## config.mk

```make
export PLATFORM = sky130hd
export DESIGN_NAME = haar_stage_evaluator
export DESIGN_NICKNAME = d
export VERILOG_FILES = /design/src/rtl/haar_pkg.sv /design/src/rtl/haar_sat_acc.sv /design/src/rtl/haar_stage_evaluator.sv
export SDC_FILE = /design/constraint.sdc
export NUM_CORES = 1
export LEC_CHECK = 0
export CORE_ASPECT_RATIO = 0.7
export CORE_MARGIN = 2
export CORE_UTILIZATION = 35
export DETAILED_ROUTE_END_ITERATION = 6
export PLACE_DENSITY = 0.59
export SLEW_MARGIN = 20
export SYNTH_ARGS = -nofsm -noshare
export SYNTH_HDL_FRONTEND = slang
export SYNTH_SLANG_ARGS = --single-unit
```

## constraint.sdc

```tcl
create_clock -name clk -period 4.3 [get_ports clk]
set_clock_uncertainty 0.2 [all_clocks]
set_input_delay 0.86 -clock clk [delete_from_list [all_inputs] [get_ports clk]]
set_output_delay 0.86 -clock clk [all_outputs]
set_load 0.01 [all_outputs]
```

## src/rtl/haar_pkg.sv

```systemverilog
// Shared definitions for the Haar cascade stage evaluator.
// Holds the evaluator state encoding, default bus widths and helpers that
// produce the signed saturation limits for any accumulator width.
package haar_pkg;

  localparam int unsigned DEF_DATA_WIDTH  = 15;  // index MSB; index buses are DATA_WIDTH+1 wide
  localparam int unsigned DEF_SCORE_WIDTH = 16;
  localparam int unsigned DEF_ACC_WIDTH   = 24;

  typedef enum logic [2:0] {
    ST_IDLE    = 3'd0,
    ST_ISSUE   = 3'd1,
    ST_WAIT    = 3'd2,
    ST_COMPARE = 3'd3,
    ST_DONE    = 3'd4
  } haar_state_e;

  // Bit pattern (low w bits) of the largest positive w-bit signed value.
  function automatic logic [63:0] sat_max_f(input int unsigned w);
    return (64'd1 << (w - 1)) - 64'd1;
  endfunction

  // Bit pattern (low w bits) of the most negative w-bit signed value.
  function automatic logic [63:0] sat_min_f(input int unsigned w);
    return 64'd1 << (w - 1);
  endfunction

endpackage

```

## src/rtl/haar_sat_acc.sv

```systemverilog
// Signed saturating accumulator with registered sum.
// Ports:
//   clk, reset      - clock, asynchronous active-high reset
//   clr_i           - clear sum to zero (wins over en_i)
//   en_i            - add sign-extended addend_i into the sum
//   addend_i        - signed addend, IN_WIDTH bits
//   sum_o           - registered signed sum, ACC_WIDTH bits (ACC_WIDTH >= IN_WIDTH)
module haar_sat_acc
  import haar_pkg::*;
#(
  parameter int unsigned IN_WIDTH  = DEF_SCORE_WIDTH,
  parameter int unsigned ACC_WIDTH = DEF_ACC_WIDTH
) (
  input  logic                 clk,
  input  logic                 reset,
  input  logic                 clr_i,
  input  logic                 en_i,
  input  logic [IN_WIDTH-1:0]  addend_i,
  output logic [ACC_WIDTH-1:0] sum_o
);

  localparam logic [ACC_WIDTH-1:0] SAT_MAX = ACC_WIDTH'(sat_max_f(ACC_WIDTH));
  localparam logic [ACC_WIDTH-1:0] SAT_MIN = ACC_WIDTH'(sat_min_f(ACC_WIDTH));

  logic [ACC_WIDTH-1:0] sum_q, sum_d;
  logic [ACC_WIDTH:0]   add_ext;
  logic [ACC_WIDTH:0]   sum_ext;
  logic                 ovf;

  // One guard bit: overflow when the two top bits of the widened sum differ.
  always_comb begin
    add_ext = (ACC_WIDTH + 1)'($signed(addend_i));
    sum_ext = {sum_q[ACC_WIDTH-1], sum_q} + add_ext;
    ovf     = sum_ext[ACC_WIDTH] ^ sum_ext[ACC_WIDTH-1];
    sum_d   = sum_q;
    if (clr_i) begin
      sum_d = '0;
    end else if (en_i) begin
      if (ovf) sum_d = sum_ext[ACC_WIDTH] ? SAT_MIN : SAT_MAX;
      else     sum_d = sum_ext[ACC_WIDTH-1:0];
    end
  end

  always_ff @(posedge clk or posedge reset) begin
    if (reset) sum_q <= '0;
    else       sum_q <= sum_d;
  end

  assign sum_o = sum_q;

endmodule

```

## src/rtl/haar_stage_evaluator.sv

```systemverilog
// Haar cascade stage evaluator: walks feature indices index_start..index_end
// (inclusive, wrapping modulo 2^(DATA_WIDTH+1)), fetches one score per index
// with a single outstanding fetch, saturating-accumulates the signed scores
// and reports pass = (sum >= threshold) with a one-cycle done pulse.
// Optional build macro HAAR_STAGE_RANGE_CHECK_EN: a start with
// index_end < index_start issues no fetch and finishes with range_err=1.
// Ports:
//   clk, reset                      - clock, asynchronous active-high reset
//   start, index_start, index_end,
//   stage_threshold                 - stage request, sampled in IDLE only
//   feature_rden, feature_addr      - registered fetch strobe / index
//   feature_valid, feature_score    - fetch response (used only in WAIT)
//   busy, done, pass, score,
//   range_err                       - registered status and held result
module haar_stage_evaluator
  import haar_pkg::*;
#(
  parameter int unsigned DATA_WIDTH  = DEF_DATA_WIDTH,
  parameter int unsigned SCORE_WIDTH = DEF_SCORE_WIDTH,
  parameter int unsigned ACC_WIDTH   = DEF_ACC_WIDTH
) (
  input  logic                   clk,
  input  logic                   reset,
  input  logic                   start,
  input  logic [DATA_WIDTH:0]    index_start,
  input  logic [DATA_WIDTH:0]    index_end,
  input  logic [SCORE_WIDTH-1:0] stage_threshold,
  output logic                   feature_rden,
  output logic [DATA_WIDTH:0]    feature_addr,
  input  logic                   feature_valid,
  input  logic [SCORE_WIDTH-1:0] feature_score,
  output logic                   busy,
  output logic                   done,
  output logic                   pass,
  output logic [ACC_WIDTH-1:0]   score,
  output logic                   range_err
);

  localparam int unsigned IDX_W = DATA_WIDTH + 1;

  haar_state_e            state_q, state_d;
  logic [IDX_W-1:0]       cur_idx_q, cur_idx_d;
  logic [IDX_W-1:0]       end_q, end_d;
  logic [SCORE_WIDTH-1:0] thr_q, thr_d;
  logic                   err_pend_q, err_pend_d;
  logic                   rden_q, rden_d;
  logic [IDX_W-1:0]       addr_q, addr_d;
  logic                   busy_q, busy_d;
  logic                   done_q, done_d;
  logic                   pass_q, pass_d;
  logic [ACC_WIDTH-1:0]   score_q, score_d;
  logic                   rerr_q, rerr_d;
  logic                   acc_clr_c, acc_en_c, range_bad_c;
  logic [ACC_WIDTH-1:0]   acc_sum;
  logic [ACC_WIDTH-1:0]   thr_ext;

`ifdef HAAR_STAGE_RANGE_CHECK_EN
  assign range_bad_c = index_end < index_start;
`else
  assign range_bad_c = 1'b0;
`endif

  haar_sat_acc #(
    .IN_WIDTH (SCORE_WIDTH),
    .ACC_WIDTH(ACC_WIDTH)
  ) u_acc (
    .clk     (clk),
    .reset   (reset),
    .clr_i   (acc_clr_c),
    .en_i    (acc_en_c),
    .addend_i(feature_score),
    .sum_o   (acc_sum)
  );

  assign thr_ext = ACC_WIDTH'($signed(thr_q));

  // Next state; registered outputs are derived from the next state so they
  // line up with the state they describe.
  always_comb begin
    state_d    = state_q;
    cur_idx_d  = cur_idx_q;
    end_d      = end_q;
    thr_d      = thr_q;
    err_pend_d = err_pend_q;
    pass_d     = pass_q;
    score_d    = score_q;
    rerr_d     = rerr_q;
    acc_clr_c  = 1'b0;
    acc_en_c   = 1'b0;
    unique case (state_q)
      ST_IDLE: begin
        if (start) begin
          end_d      = index_end;
          thr_d      = stage_threshold;
          cur_idx_d  = index_start;
          acc_clr_c  = 1'b1;
          pass_d     = 1'b0;
          score_d    = '0;
          rerr_d     = 1'b0;
          err_pend_d = range_bad_c;
          // A bad range skips the walk and finishes through COMPARE.
          state_d    = range_bad_c ? ST_COMPARE : ST_ISSUE;
        end
      end
      ST_ISSUE: state_d = ST_WAIT;
      ST_WAIT: begin
        if (feature_valid) begin
          acc_en_c = 1'b1;
          if (cur_idx_q == end_q) begin
            state_d = ST_COMPARE;
          end else begin
            cur_idx_d = cur_idx_q + IDX_W'(1);
            state_d   = ST_ISSUE;
          end
        end
      end
      ST_COMPARE: begin
        state_d = ST_DONE;
        if (err_pend_q) begin
          pass_d  = 1'b0;
          score_d = '0;
          rerr_d  = 1'b1;
        end else begin
          pass_d  = $signed(acc_sum) >= $signed(thr_ext);
          score_d = acc_sum;
        end
      end
      ST_DONE: state_d = ST_IDLE;
      default: state_d = ST_IDLE;
    endcase
    rden_d = (state_d == ST_ISSUE);
    addr_d = (state_d == ST_ISSUE) ? cur_idx_d : addr_q;
    busy_d = state_d inside {ST_ISSUE, ST_WAIT, ST_COMPARE};
    done_d = (state_d == ST_DONE);
  end

  always_ff @(posedge clk or posedge reset) begin
    if (reset) begin
      state_q    <= ST_IDLE;
      cur_idx_q  <= '0;
      end_q      <= '0;
      thr_q      <= '0;
      err_pend_q <= 1'b0;
      rden_q     <= 1'b0;
      addr_q     <= '0;
      busy_q     <= 1'b0;
      done_q     <= 1'b0;
      pass_q     <= 1'b0;
      score_q    <= '0;
      rerr_q     <= 1'b0;
    end else begin
      state_q    <= state_d;
      cur_idx_q  <= cur_idx_d;
      end_q      <= end_d;
      thr_q      <= thr_d;
      err_pend_q <= err_pend_d;
      rden_q     <= rden_d;
      addr_q     <= addr_d;
      busy_q     <= busy_d;
      done_q     <= done_d;
      pass_q     <= pass_d;
      score_q    <= score_d;
      rerr_q     <= rerr_d;
    end
  end

  assign feature_rden = rden_q;
  assign feature_addr = addr_q;
  assign busy         = busy_q;
  assign done         = done_q;
  assign pass         = pass_q;
  assign score        = score_q;
  assign range_err    = rerr_q;

endmodule

```

==> out/qor.txt <==
R2R depth: 11
Total of max-cap violations: 0
RSZ-0062 raised after global routing: false
Final Net Count: 1025
Worst path depth: 12
Starting Density: 35.9%
Final setup violation count: 0
Initial antenna violation count: 0
Synth Flop Type: dfrtp_1
Largest net degree at the start of global routing: 71
Busiest grt layer: met1
Pwr dens: 725 nW/µm²
# DRC: 0
HP Class: register to register
Area growth syn-to-layout: 27.2%
Root Buffer: clkbuf_16
Maximum ir drop on the vdd rail: 0.330 mV
CTS resizes: 0
Detail Route Antenna Nets: 0
Synth area leader: dfrtp_1
Clock Latency Late Sink: 0.42 ns
Measured slew at the worst slew-check pin: 1.12 ns
Outcome: completed
Critical path class: input port to register
Critical path capture point type: register
RePlAce Congestion: 0.901
Ys async rst share: 100%
Final worst path period share: 87.3%
Met1 GRT Util: 31.4%
Lkg Pwr: 4.12 nW
Via count: 6051
DP Area: 8480 µm²
Die ar.: 21600 µm²
First-pass GRT wire length: 32.5 mm
Synthesized area per cell: 8.83 µm²
Setup TNS: 0 ns
Clock sink total: 119
Critical Path Start Type: input port
Row count: 43
Crit path max-delay family: compound AO/OA/AOI/OAI gates
CTS Buf Count: 17
Syn nets: 928
Core footprint: 19900 µm²
Port bufs: 111
CTS tree: done
Worst R2R Start: u_acc.sum_o[0]$_DFFE_PP0P_
Seq/Total Area, Yosys: 41.6%
Synth cell types: 64
Share of cells above drive strength 1: 8.16%
Tmin final: 3.76 ns
Worst relative slew slack: 25.5%
Finished Cell Area: 9100 µm²
Gate Count Post-Synth: 810
Reg2reg setup slack: 0.99 ns
Critical Path RT: 4.40 ns
Initial DRC count: 527
Grt ovf: 0
GR Layer Usage met2: 25.5%
Routed wire length: 20.5 mm
CTS Hold Buffers Added: 0
CTS H-tree depth: 4
CP arrival: 3.85 ns
WP buf/inv: 2
#FFs+latches synth: 119
DR pass1 iterations: 5
Critical path's slowest cell: fa_1
Vias per inst: 5.09
Max clock buf depth: 2
CP startpoint: feature_score[0]
DR WL/cell: 17.2 µm
Critical-path cell list: clkdlybuf4s50_1 > ha_1 > fa_1 > a211oi_1 > o211ai_1 > a211oi_2 > o21ai_1 > a21oi_2 > o2111ai_1 > o311ai_2 > buf_12 > o22ai_1
# diodes: 0
Chip Width: 175 µm
Number of flops mapped to enable cells by yosys: 0
Hold Fails Final Rpt: 0
Crit-path max cell delay: 0.43 ns
FMAX: 266 MHz
Number of global-route vias before repair: 5869
Yosys warns: 0
Max Slew Vio Count: 0
Setup bufs post-CTS: 0
Hpwl dp: 14.6 mm
Tot Pwr: 6.60 mW
Worst setup endpoint: u_acc.sum_o[0]$_DFFE_PP0P_
Top cells by area, synth: dfrtp_1, ha_1, nand2_1
Synthesized area: 7150 µm²
CTS clk-pin slew, worst paths: 0.05 ns
Fillers: 1933
Area share of the largest cell type after synthesis: 41.6%
DIE HEIGHT: 124 µm
M3 GR Usage: 4.55%
Critical path fanouts, max: 23
I/O Pins: 113
R2r endpoint: u_acc.sum_o[0]$_DFFE_PP0P_
Total Routing Usage GR: 19.6%
-- layer usage --
| metal | share of wire (%) | vias up |
|---|---|---|
| met4 | 1.2 | 0 |
| met1 | 55 | 2859 |
| met3 | 6.2 | 20 |
| met5 | 0 | - |
| met2 | 38 | 160 |
| li1 | - | 3012 |
-- where the power goes --
part           leakage (nW)  internal [mW]  switching, mW
clock network         0.306           1.01          0.511
logic                  2.31           1.39           1.62
registers              1.51           1.58          0.491
total                  4.12           3.97           2.62
-- cells in the final DEF (no fill, tap or decap), drive strengths merged, types with 8 or more instances in the layout --
cell type / synthesis / layout
a21o: 19 / 19
a21oi: 57 / 57
buf: 16 / 10
clkbuf: 27 / 22
clkdlybuf4s50: 0 / 111
dfrtp: 119 / 119
ha: 49 / 49
inv: 33 / 33
mux2: 16 / 16
mux2i: 8 / 8
nand2: 158 / 158
nand4: 13 / 13
nor2: 67 / 67
nor3: 10 / 10
o21ai: 89 / 89
o22ai: 16 / 16
xnor2: 28 / 28
xor2: 9 / 9
-- final cells by class --
cell class / instances / area, µm² / share of cell area (%)
multi-input combinational: 615 / 3820 / 42.0
clock inverter: 9 / 148 / 1.62
tap: 270 / 338 / 3.71
sequential: 119 / 2980 / 32.7
clock buffer: 22 / 474 / 5.21
inverter: 33 / 126 / 1.39
timing repair buffer: 121 / 1210 / 13.3
-- logic make-up after synthesis --
logic type,after synthesis,synth area share (%)
AO/OA/AOI/OAI,225,19.1
XOR/XNOR,37,4.85
adder cells (fa/ha/maj),50,8.85
buffers and inverters,76,4.92
flip-flops,119,41.6
multiplexers,24,4.11
other,1,0.0524
AND/OR/NAND/NOR,278,16.5
-- flip-flops by register name, indices dropped and copies added, names as in the netlist --
register and cells:
feature_addr 16, feature_rden 1, end_q 16, done 1
busy 1, pass 1, state_q 3, cur_idx_q 16
score 24, thr_q 16, u_acc.sum_o 24
-- worst min-delay path by stage --
stage / slack, ns / from / cells after the start / end
after floorplan: 0.25 / state_q[2]$_DFF_PP0_ / 1 / state_q[1]$_DFF_PP0_
after global placement: 0.27 / thr_q[0]$_DFFE_PP0P_ / 2 / thr_q[0]$_DFFE_PP0P_
after detailed placement: 0.27 / thr_q[0]$_DFFE_PP0P_ / 2 / thr_q[0]$_DFFE_PP0P_
after CTS: 0.29 / thr_q[0]$_DFFE_PP0P_ / 2 / thr_q[0]$_DFFE_PP0P_
after global routing: 0.30 / feature_addr[12]$_DFFE_PP0P_ / 1 / feature_addr[12]$_DFFE_PP0P_
final: 0.28 / feature_addr[12]$_DFFE_PP0P_ / 1 / feature_addr[12]$_DFFE_PP0P_
-- Yosys cell counts (3+ instances only) --
master,n
inv_1,30
buf_6,7
xor2_1,9
inv_2,3
o22ai_1,16
buf_2,8
nand4_1,13
mux2i_1,8
dfrtp_1,119
nor3_1,10
o21ai_1,27
ha_1,49
a21o_1,19
a311oi_1,4
nor2_1,67
a211oi_2,3
a211oi_1,4
xnor2_2,3
a31o_1,3
mux2_2,6
nand2_1,158
a21oi_1,55
o211ai_1,7
nor2b_1,6
o21ai_0,62
clkbuf_1,27
xnor2_1,25
and3_1,6
mux2_4,9
nand3_1,6
-- stage by stage --
stage / utilization [%] / setup WS, ns / hold WS [ns] / std cells
final: 45.7 / 0.544 / 0.284 / 1189
after global routing: 45.7 / 0.319 / 0.301 / 1189
after CTS: 45.7 / 0.594 / 0.285 / 1189
after detailed placement: 42.6 / 0.169 / 0.273 / 1158
after global placement: 42.6 / 0.258 / 0.268 / 1158
after floorplan: - / 0.0825 / 0.250 / 810
Power figures use the tool's default switching activity.
